### config.mk
export PLATFORM = sky130hd
export DESIGN_NAME = tracking_loop_arbiter
export DESIGN_NICKNAME = d
export VERILOG_FILES = /design/src/rtl/tracking_loop_arbiter_pkg.sv /design/src/rtl/rr_priority_pick.sv /design/src/rtl/tracking_loop_arbiter.sv
export SDC_FILE = /design/constraint.sdc
export NUM_CORES = 1
export LEC_CHECK = 0
export BUFFER_PORTS_ARGS = -buffer_cell sky130_fd_sc_hd__buf_2
export CORE_MARGIN = 8
export CORE_UTILIZATION = 45
export CTS_CLUSTER_DIAMETER = 30
export DETAILED_ROUTE_END_ITERATION = 7
export GPL_TIMING_DRIVEN = 0
export PLACE_DENSITY_LB_ADDON = 0.25
export SETUP_SLACK_MARGIN = 0.1
export SYNTH_ARGS = -nofsm -noshare
export SYNTH_HDL_FRONTEND = slang
export SYNTH_HIERARCHICAL = 1
export SYNTH_SLANG_ARGS = --single-unit
### constraint.sdc
create_clock -name clk -period 2.44 [get_ports clk]
set_input_delay 0.122 -clock clk [delete_from_list [all_inputs] [get_ports clk]]
set_output_delay 0.122 -clock clk [all_outputs]
set_load 0.03 [all_outputs]
### src/rtl/tracking_loop_arbiter_pkg.sv
// tracking_loop_arbiter_pkg: shared FSM encoding, defaults and wait-counter sizing for the tracking-loop arbiter
package tracking_loop_arbiter_pkg;
  typedef enum logic [1:0] {S_IDLE, S_START, S_WAIT, S_DONE} state_t;
  localparam int DEF_NUM_CHANNELS = 4;
  localparam int DEF_TIMEOUT = 255;
  function automatic int cnt_width(input int timeout);
    return ($clog2(timeout + 1) > 8) ? $clog2(timeout + 1) : 8;
  endfunction
  localparam int DEF_CNT_W = cnt_width(DEF_TIMEOUT);
endpackage

### src/rtl/rr_priority_pick.sv
// rr_priority_pick: rotate, find-first-set, un-rotate round-robin picker
module rr_priority_pick #(
  parameter int N = 4,
  parameter int SEL_W = $clog2(N)
) (
  input  logic [N-1:0]     pending,
  input  logic [SEL_W-1:0] rr,
  output logic [SEL_W-1:0] grant_idx,
  output logic             any
);
  logic [N-1:0]     w_rot;
  logic [SEL_W-1:0] w_off;
  logic [SEL_W:0]   w_sum;
  always_comb begin
    w_rot = N'({pending, pending} >> rr);
    w_off = '0;
    for (int i = N - 1; i >= 0; i--) w_off = w_rot[i] ? SEL_W'(i) : w_off;
    w_sum = {1'b0, rr} + {1'b0, w_off};
    grant_idx = (w_sum >= (SEL_W + 1)'(N)) ? SEL_W'(w_sum - (SEL_W + 1)'(N)) : w_sum[SEL_W-1:0];
  end
  assign any = |pending;
endmodule

### src/rtl/tracking_loop_arbiter.sv
// tracking_loop_arbiter: round-robin scheduler sharing one tracking_loops engine among correlator channels
module tracking_loop_arbiter import tracking_loop_arbiter_pkg::*; #(
  parameter int NUM_CHANNELS = DEF_NUM_CHANNELS,
  parameter int TIMEOUT = DEF_TIMEOUT,
  parameter int SEL_W = $clog2(NUM_CHANNELS)
) (
  input  logic                    clk,
  input  logic                    reset_n,
  input  logic [NUM_CHANNELS-1:0] req_valid,
  input  logic                    loop_done,
  output logic [SEL_W-1:0]        loop_sel,
  output logic                    loop_start,
  output logic [NUM_CHANNELS-1:0] chan_ready,
  output logic                    busy,
  output logic [NUM_CHANNELS-1:0] overrun,
  output logic                    timeout_err
);
  localparam int CW = cnt_width(TIMEOUT);
  state_t                  r_state, w_next;
  logic [NUM_CHANNELS-1:0] r_pending, r_overrun, w_clr, w_sel_oh;
  logic [SEL_W-1:0]        r_sel, r_rr, w_grant, w_rr_next;
  logic [CW-1:0]           r_cnt;
  logic                    w_any, w_hit, w_timeout, w_served, r_timeout;
  rr_priority_pick #(.N(NUM_CHANNELS), .SEL_W(SEL_W)) u_pick (
    .pending(r_pending),
    .rr(r_rr),
    .grant_idx(w_grant),
    .any(w_any)
  );
  always_comb begin
    w_sel_oh = NUM_CHANNELS'(1) << r_sel;
    w_hit = ({1'b0, r_cnt} + 1'b1) == (CW + 1)'(TIMEOUT);
    w_timeout = (r_state == S_WAIT) && !loop_done && w_hit;
    w_served = (r_state == S_DONE) || w_timeout;
    w_clr = w_served ? w_sel_oh : '0;
    w_rr_next = (r_sel == SEL_W'(NUM_CHANNELS - 1)) ? '0 : r_sel + 1'b1;
    w_next = r_state;
    case (r_state)
      S_IDLE:  w_next = w_any ? S_START : S_IDLE;
      S_START: w_next = S_WAIT;
      S_WAIT:  w_next = loop_done ? S_DONE : (w_hit ? S_IDLE : S_WAIT);
      default: w_next = S_IDLE;
    endcase
  end
  always_ff @(posedge clk or negedge reset_n) begin
    if (!reset_n) begin
      r_state   <= S_IDLE;
      r_pending <= '0;
      r_overrun <= '0;
      r_sel     <= '0;
      r_rr      <= '0;
      r_cnt     <= '0;
      r_timeout <= 1'b0;
    end else begin
      r_state   <= w_next;
      r_pending <= (r_pending & ~w_clr) | req_valid;
      r_overrun <= r_overrun | (r_pending & req_valid);
      r_timeout <= w_timeout;
      r_sel     <= (r_state == S_IDLE && w_any) ? w_grant : r_sel;
      r_rr      <= w_served ? w_rr_next : r_rr;
      r_cnt     <= (r_state == S_START) ? '0 : (r_state == S_WAIT && r_cnt != '1) ? r_cnt + 1'b1 : r_cnt;
    end
  end
  assign loop_sel    = r_sel;
  assign loop_start  = r_state == S_START;
  assign busy        = (r_state == S_START) || (r_state == S_WAIT);
  assign chan_ready  = (r_state == S_DONE) ? w_sel_oh : '0;
  assign overrun     = r_overrun;
  assign timeout_err = r_timeout;
endmodule
# Yosys cells after proc, flatten, opt, wreduce, memory -nomap -nowiden
# Index checks and enable logic that the tools add are counted.
# totals
reg_bits	23
in_bits	7
wordCells	50
# op_classes
add_sub_neg	5
n_lt_le_gt_ge	1
eq_ne	6
n_shift	2
n_mux	14
bitwise_logic	5
reduce_logical	10
# ops
op	n
$mux 2	8
$mux 8	2
$add 8x1->9 const B	1
$eq 9x8->1 const B	1
$add 8x1->8 const B	1
$and 4x4->4	2
$mux 4	2
$ne 8x8->1 const B	1
$or 4x4->4	2
$shr 8x2->4	1
$eq 2x2->1 const B	3
$pmux 2 s3	1
$logic_and 1x1->1	4
$not 4->4	1
$reduce_or 4->1	1
$shl 1x2->4 const A	1
$add 2x2->3	1
$ge 3x3->1 const B	1
$add 2x1->2 const B	1
$eq 2x1->1 const B	1
$logic_not 2->1	1
$logic_or 1x1->1	2
$reduce_bool 2->1	1
$sub 2x1->2 const B	1
other kinds (2)	2

# Depth between registers and ports, before layout
# Gate-level depths: netlist of the first run.
# depth
depth_word	8
depth_mapped	9
depth_no_buf	8

# Modules after synthesis
# The synthesis of the first run kept the hierarchy.
# by_module_without_submodules
mod	n_inst	cells_per_inst	area_each_um2
tracking_loop_arbiter	1	110	1189.9
rr_priority_pick	1	27	178.9

# Worst setup path after synthesis of the first run
# No wires, ideal clock.
# synth_path
path_kind	reg-to-reg
startpoint	register r_rr[0]
endpoint	register r_sel[1], in the netlist loop_sel[1]
arrival_time_ns	1.611
required_time_ns	2.315
setup_slack_ns	0.704
path_stages_with_launch	10
path_buffers	1
path_cell_list	dfrtp_1 buf_4 nand2_1 nor2_1 o21ai_0 o211ai_1 ha_1 xor2_1 xnor2_1 mux2_2
# synth_between
elab_chain_len	8
elab_cells_between_ends	9
# synth_lines
item	line_no	rtl
from (decl)	tracking_loop_arbiter.sv:21	logic [SEL_W-1:0] r_sel, r_rr, w_grant, w_rr_next;
from (signal assigned)	tracking_loop_arbiter.sv:60	r_rr <= w_served ? w_rr_next : r_rr;
$shr 8x2->4	rr_priority_pick.sv:15	w_rot = N'({pending, pending} >> rr);
$mux 2 (4 in a row)	rr_priority_pick.sv:17	for (int i = N - 1; i >= 0; i--) w_off = w_rot[i] ? SEL_W'(i) : w_off;
$add 2x2->3 *	rr_priority_pick.sv:18	w_sum = {1'b0, rr} + {1'b0, w_off};
$ge 3x3->1 / $sub 2x1->2 (equally long branches)	rr_priority_pick.sv:19	grant_idx = (w_sum >= (SEL_W + 1)'(N)) ? SEL_W'(w_sum - (SEL_W + 1)'(N)) : w_sum[SEL_W-1:0];
$mux 2 *	rr_priority_pick.sv:19	
via w_grant[1]	tracking_loop_arbiter.sv:21	
to (signal assigned)	tracking_loop_arbiter.sv:59	r_sel <= (r_state == S_IDLE && w_any) ? w_grant : r_sel;
to (decl)	tracking_loop_arbiter.sv:21	
# Mark *: on every way through the listed nets, which the timed path passes. The rest lies on a longest branch.
# A chain may end at the register's enable or synchronous reset.

# Final worst setup path of the first run
# Same ends and word-level chain as after synthesis.

==> results.toml, run 1 <==
[run_status]
run_status = "finished clean"

[place]
dpl_worst_slack_ns = 0.542
portBuffers = 19
gp_congestion = 0.795
hpwlAfterDp_um = 2030

[routing]
firstDrtPassIters = 4
met3WireLength_um = 114
totalWireLength_um = 2600
antenna_left = 0
first_iter_violations = 56
avgRoutedWirePerCell_um = 13.4
uppermost_layer_routed = "met4"
vias_per_cell = 5.25
remaining_drc_errors = 0
m1WireLength_um = 1180
routed-via-count = 1019
met2WireLength_um = 1250

[floorplan]
fp.dieH_um = 71.2
io-pin-count = 20
placeableCoreArea_mm2 = 0.00298
starting_density = 0.460
die-area_mm2 = 0.00506
placement_rows = 20
die_w_um = 71.2

[layout]
syn_to_final_growth_pct = 12.6
ratio_of_cells_with_drive_above_1_in_the_final_layout = 0.211
final_net_count = 180
utilization = 0.518
num_antenna_cells = 0

[global_routing]
pin_count_of_the_biggest_net_entering_global_routing = 24
grt_antenna_before_repair = 0
wire_length_of_the_first_global_routing_pass_um = 4500
grt_remaining_overflow = 0
number_of_global_route_vias_before_repair = 1003
globalRouteTotalUtil = 0.111

[setup_path]
start_kind = "flip-flop"
arrival_worst_endpoint_ns = 2.11
criticalPathCategory = "flip-flop to flip-flop"
rr_startpoint = "r_rr[0]$_DFFE_PN0N_"
timing.critical_path.from = "r_rr[0]$_DFFE_PN0N_"
timing.critical_path.fanout_max = 9
required_ns = 2.65
worst-r2r-cell-count = 9
kind_of_end_point_of_the_critical_path = "flip-flop"

[yosys]
synth_top_flop_cell = "sky130_fd_sc_hd__dfrtp_1"
synth_async_sr_flop_share = 1.00
ys_top_cells_by_count = "sky130_fd_sc_hd__dfrtp_1 (23), sky130_fd_sc_hd__nor2_1 (21), sky130_fd_sc_hd__inv_1 (12), sky130_fd_sc_hd__ha_1 (11), sky130_fd_sc_hd__xnor2_1 (10)"
synthesis.area_per_instance_um2 = 9.99
synth_area_leader_cell = "sky130_fd_sc_hd__dfrtp_1"
synth.cell_area_mm2 = 0.00137
yosysWarningCount = 6
synth-edff-count = 0
synth.net_count = 155
synth.most_common_cell = "sky130_fd_sc_hd__dfrtp_1"
synth-seq-cells = 23
post_synthesis_sequential_area_ratio = 0.420
netlist_instances = 137
fraction_of_post_synthesis_cell_area_in_the_top_cell_type_by_area = 0.420
post_synth_main_area_contributors = "sky130_fd_sc_hd__dfrtp_1 (42%), sky130_fd_sc_hd__ha_1 (10%), sky130_fd_sc_hd__xnor2_1 (6.4%)"
ys_types = 34

[clock_tree]
numCtsBuffers = 3
clk_latency_ns = 0.31
ctsResizeCount = 0
root_buffer = "sky130_fd_sc_hd__clkbuf_4"
clock_path_buffers = 2
sink_count_of_the_clock_tree = 23
cts_htree_levels = 1
cts.clk_slew.worst_paths_ns = 0.12
cts_tree = "built"
cts_setup_buffers = 0

[timing]
final_setup_violating_endpoints = 0
setup_repair_after_global_routing_missed_its_margin = "no"
finalSetupTns_ns = 0
finalMaxSlewViolations = 0
clock_skew_ns = 0.00514
hold_violations_final = 0
final.setup.worst_slack_ns = 0.540
worstMarginPinSlew_ns = 0.510
clock.fmax_ghz = 0.526
timing.slew.headroom = 0.660
final.period_utilization = 0.779
minimum_hold_slack_ns = 0.0349
finalWorstPathRequiredPeriod_ns = 1.90

[power_and_ir_drop]
cellLeakagePower_nw = 0.678
report.power.total_w = 0.00141
peakVddDrop_mv = 0.715
cellPowerDensity_mw_per_mm2 = 917

[worst_hold_path]
hold_class = "primary input to flip-flop"
min_path_cells = 2
hold_path.startpoint = "req_valid[2]"

[flow_run]
drv.max_cap_violation_count = 0
## layout make-up
| class | count | area [µm²] |
|---|---|---|
| clock buffer | 4 | 26.3 |
| sequential | 23 | 576 |
| fill | 285 | 1440 |
| buffer | 2 | 11.3 |
| timing repair buffer | 20 | 105 |
| tap | 33 | 41.3 |
| multi-input combinational | 100 | 737 |
| inverter | 12 | 45.0 |
## per-stage QoR
step                area (µm²)  cells
global placement          1510    189
global route              1540    194
finish                    1540    194
detailed placement        1510    189
floorplan                 1370    137
CTS                       1540    194
## logic make-up (layout without fill, tap and decap cells)
logic type / after synthesis / in the layout / synth area share
XOR/XNOR: 11 / 11 / 0.0704
flip-flops: 23 / 23 / 0.420
adder cells (fa/ha/maj): 11 / 11 / 0.101
buffers and inverters: 14 / 38 / 0.0411
AND/OR/NAND/NOR: 51 / 51 / 0.189
multiplexers: 5 / 5 / 0.0457
AO/OA/AOI/OAI: 22 / 22 / 0.133
## repair_timing
action	in CTS	in global routing
hold buffers	1	0
endpoints found under the hold margin	23	0
endpoints found under the setup margin	0	0
## routing by layer
metal / GRT usage / vias up
met5: 0 / -
met4: 0.0647 / 0
met3: 0.0268 / 5
met2: 0.183 / 18
met1: 0.128 / 483
li1: - / 513
## where the power goes
part / switching (W) / internal (W) / total, W
Combinational: 0.000397 / 0.000272 / 0.000669
Sequential: 0.000107 / 0.000462 / 0.000569
Clock: 0.000112 / 0.0000639 / 0.000175
Total: 0.000616 / 0.000797 / 0.00141
## path summary, 6_finish.rpt
check,to,slack [ns]
worst min-delay path,overrun[2]$_DFF_PN0_,0.03
worst max register to register,loop_sel[1]$_DFFE_PN0P_,0.54
min in group asynchronous,overrun[0]$_DFF_PN0_,0.30
worst max-delay path,loop_sel[1]$_DFFE_PN0P_,0.54
max in group asynchronous,r_cnt[6]$_DFFE_PN0P_,1.80
worst min register to register,overrun[3]$_DFF_PN0_,0.46
## flip-flops by register name, summed over array words and instances (netlist names)
signal       flops
loop_sel         2
overrun          4
r_cnt            8
r_pending        4
r_rr             2
r_state          2
timeout_err      1
## worst max-delay path, stage by stage, from the launching register on
cell                       delay, ns
sky130_fd_sc_hd__dfrtp_1        0.42
sky130_fd_sc_hd__buf_4          0.17
sky130_fd_sc_hd__nand2_1        0.10
sky130_fd_sc_hd__nor2_1         0.05
sky130_fd_sc_hd__o21ai_0        0.19
sky130_fd_sc_hd__o211ai_1       0.12
sky130_fd_sc_hd__ha_1           0.20
sky130_fd_sc_hd__xor2_1         0.15
sky130_fd_sc_hd__xnor2_1        0.14
sky130_fd_sc_hd__mux2_2         0.26
## placed cells by master (no fill, tap or decap), types with 3 or more instances in the layout
master	instances
sky130_fd_sc_hd__nand2_1	8
sky130_fd_sc_hd__a31oi_1	5
sky130_fd_sc_hd__clkbuf_4	3
sky130_fd_sc_hd__a21o_1	4
sky130_fd_sc_hd__buf_2	19
sky130_fd_sc_hd__and2_1	4
sky130_fd_sc_hd__a21oi_1	4
sky130_fd_sc_hd__nor3_1	5
sky130_fd_sc_hd__inv_1	12
sky130_fd_sc_hd__ha_1	11
sky130_fd_sc_hd__nor2_1	21
sky130_fd_sc_hd__dfrtp_1	23
sky130_fd_sc_hd__xnor2_1	10
Power figures use the tool's default switching activity.
==> inputs of run 2 (changes only) <==
- clock period: 2.44 -> 1.9 ns (I/O delays scaled with it)
==> run 2 against run 1 <==
- cell count grew 5.7%
- non-clock buffer count grew 11
- clock skew grew 0.00063 ns
- via count grew 5.8%
- clock power grew 29%
- global-route usage grew 0.79 points
- first-iteration DRC count shrank 21%
- critical path type unchanged
- largest power group unchanged
==> results.toml, run 2 (same netlist as run 1, synthesis figures left out) <==
[run_status]
run_status = "finished clean"

[timing]
timing.slew.headroom = 0.659
final_setup_violating_endpoints = 0
setup_repair_after_global_routing_missed_its_margin = "yes"
finalWorstPathRequiredPeriod_ns = 1.88
final.setup.worst_slack_ns = 0.0187
finalSetupTns_ns = 0
final.period_utilization = 0.990
worstMarginPinSlew_ns = 0.511
finalMaxSlewViolations = 0
hold_violations_final = 0
clock_skew_ns = 0.00577
clock.fmax_ghz = 0.532

[routing]
totalWireLength_um = 3050
avgRoutedWirePerCell_um = 14.9
vias_per_cell = 5.26
remaining_drc_errors = 0
routed-via-count = 1078
firstDrtPassIters = 4
antenna_left = 0
first_iter_violations = 44

[setup_path]
critical_path.slowest_cell = "sky130_fd_sc_hd__dfrtp_2"
timing.critical_path.fanout_max = 8
slowest_delay_ns = 0.51
critical_path.cell_chain = "nor2_4 -> nor3_2 -> a21oi_1 -> o211ai_1 -> ha_2 -> xor2_2 -> xnor2_2 -> mux2_4"
required_ns = 2.11
criticalPathCategory = "flip-flop to flip-flop"
start_kind = "flip-flop"
arrival_worst_endpoint_ns = 2.09
kind_of_end_point_of_the_critical_path = "flip-flop"

[layout]
ratio_of_cells_with_drive_above_1_in_the_final_layout = 0.372
registers.top_by_ff_count = "r_cnt"
largest_register_ff_count = 8
syn_to_final_growth_pct = 29.4
leading_cell_types_in_the_layout_fill_and_taps_excluded = "sky130_fd_sc_hd__nor2_1 (19), sky130_fd_sc_hd__buf_2 (19), sky130_fd_sc_hd__dfrtp_1 (18)"
utilization = 0.595
layout.filler_cells = 259
final_net_count = 191
num_antenna_cells = 0

[floorplan]
starting_density = 0.460
die_w_um = 71.2
placement_rows = 20
die-area_mm2 = 0.00506
fp.dieH_um = 71.2
io-pin-count = 20
placeableCoreArea_mm2 = 0.00298

[power_and_ir_drop]
peakVddDrop_mv = 0.946
cellPowerDensity_mw_per_mm2 = 1160
cellLeakagePower_nw = 0.762

[clock_tree]
cts.clk_slew.worst_paths_ns = 0.12
numCtsBuffers = 3
root_buffer = "sky130_fd_sc_hd__clkbuf_4"
clock_path_buffers = 2
cts_htree_levels = 1
sink_count_of_the_clock_tree = 23
cts_tree = "built"
clk_latency_ns = 0.31

[global_routing]
wire_length_of_the_first_global_routing_pass_um = 4840
pin_count_of_the_biggest_net_entering_global_routing = 24
globalRouteTotalUtil = 0.119
grt_antenna_before_repair = 0
number_of_global_route_vias_before_repair = 1070
grt_remaining_overflow = 0

[place]
gp_congestion = 0.795
dpl_worst_slack_ns = 0.00153
portBuffers = 19
hpwlAfterDp_um = 2030

[flow_run]
drv.max_cap_violation_count = 0

[worst_hold_path]
hold_class = "primary input to flip-flop"
run 2: cell count changes in the layout (fill, tap and decap cells not counted), moves of 3 or more:
cell / before / now
sky130_fd_sc_hd__nor3_2: 0 / 3
sky130_fd_sc_hd__dfrtp_2: 0 / 5
sky130_fd_sc_hd__nor3_1: 5 / 2
sky130_fd_sc_hd__ha_1: 11 / 8
sky130_fd_sc_hd__buf_4: 1 / 7
sky130_fd_sc_hd__dlygate4sd3_1: 1 / 4
sky130_fd_sc_hd__dfrtp_1: 23 / 18
run 2: per-layer routing:
metal / wire (µm) / share of wire / GRT usage / vias to the layer above
li1: - / - / - / 539
met3: 122 / 0.040 / 0.0268 / 6
met1: 1320 / 0.43 / 0.134 / 514
met4: 44 / 0.014 / 0.0647 / 0
met5: 0 / 0 / 0 / -
met2: 1560 / 0.51 / 0.202 / 19
run 2: power breakdown:
part           switching (W)  leakage (nW)  total, W  internal (W)
Combinational       0.000587         0.483   0.00105      0.000467
Clock               0.000143        0.0150  0.000225     0.0000820
Sequential          0.000174         0.264  0.000771      0.000597
Total               0.000904         0.762   0.00205       0.00115
run 2: critical path: cells and delay by family (launching register included):
family | cells | cell delay (ns)
compound gates | 2 | 0.27
xor+xnor | 2 | 0.30
fa+ha+maj | 1 | 0.21
flops | 1 | 0.51
mux | 1 | 0.28
simple gates | 2 | 0.20
run 2: worst paths after layout:
check | start | cells after the start | slack [ns] | to
worst max-delay path | r_pending[2]$_DFF_PN0_ | 8 | 0.02 | loop_sel[1]$_DFFE_PN0P_
worst min-delay path | req_valid[0] | 2 | 0.009 | overrun[0]$_DFF_PN0_
worst max register to register | r_pending[2]$_DFF_PN0_ | 8 | 0.02 | loop_sel[1]$_DFFE_PN0P_
worst min register to register | overrun[3]$_DFF_PN0_ | 1 | 0.46 | overrun[3]$_DFF_PN0_
max in group asynchronous | reset_n | 2 | 1.26 | r_cnt[1]$_DFFE_PN0P_
min in group asynchronous | reset_n | 2 | 0.27 | overrun[0]$_DFF_PN0_
run 2: what timing repair did:
| action | in CTS | in global routing |
|---|---|---|
| pin swaps | 3 | 9 |
| hold buffers | 4 | 0 |
| setup buffers | 7 | 1 |
| hold endpoints to repair | 26 | 0 |
| gates resized for setup | 5 | 28 |
| endpoints found under the setup margin | 3 | 9 |
run 2: cell type report:
type | instances | area, µm² | share of cell area
tap | 33 | 41.3 | 0.0233
inverter | 12 | 45.0 | 0.0254
buffer | 2 | 15.0 | 0.00847
multi-input combinational | 100 | 863 | 0.487
clock buffer | 4 | 26.3 | 0.0148
timing repair buffer | 31 | 199 | 0.112
sequential | 23 | 582 | 0.328
run 2: through the flow:
step	cell area (µm²)	cells	hold slack (ns)	total power (W)
after floorplan	1370	137	-0.201	0.00139
after global placement	1510	189	0.0962	0.00158
after detailed placement	1510	189	0.103	0.00162
after CTS	1630	204	0.0000983	0.00192
after global routing	1770	205	0.0137	0.00222
final	1770	205	0.00899	0.00205
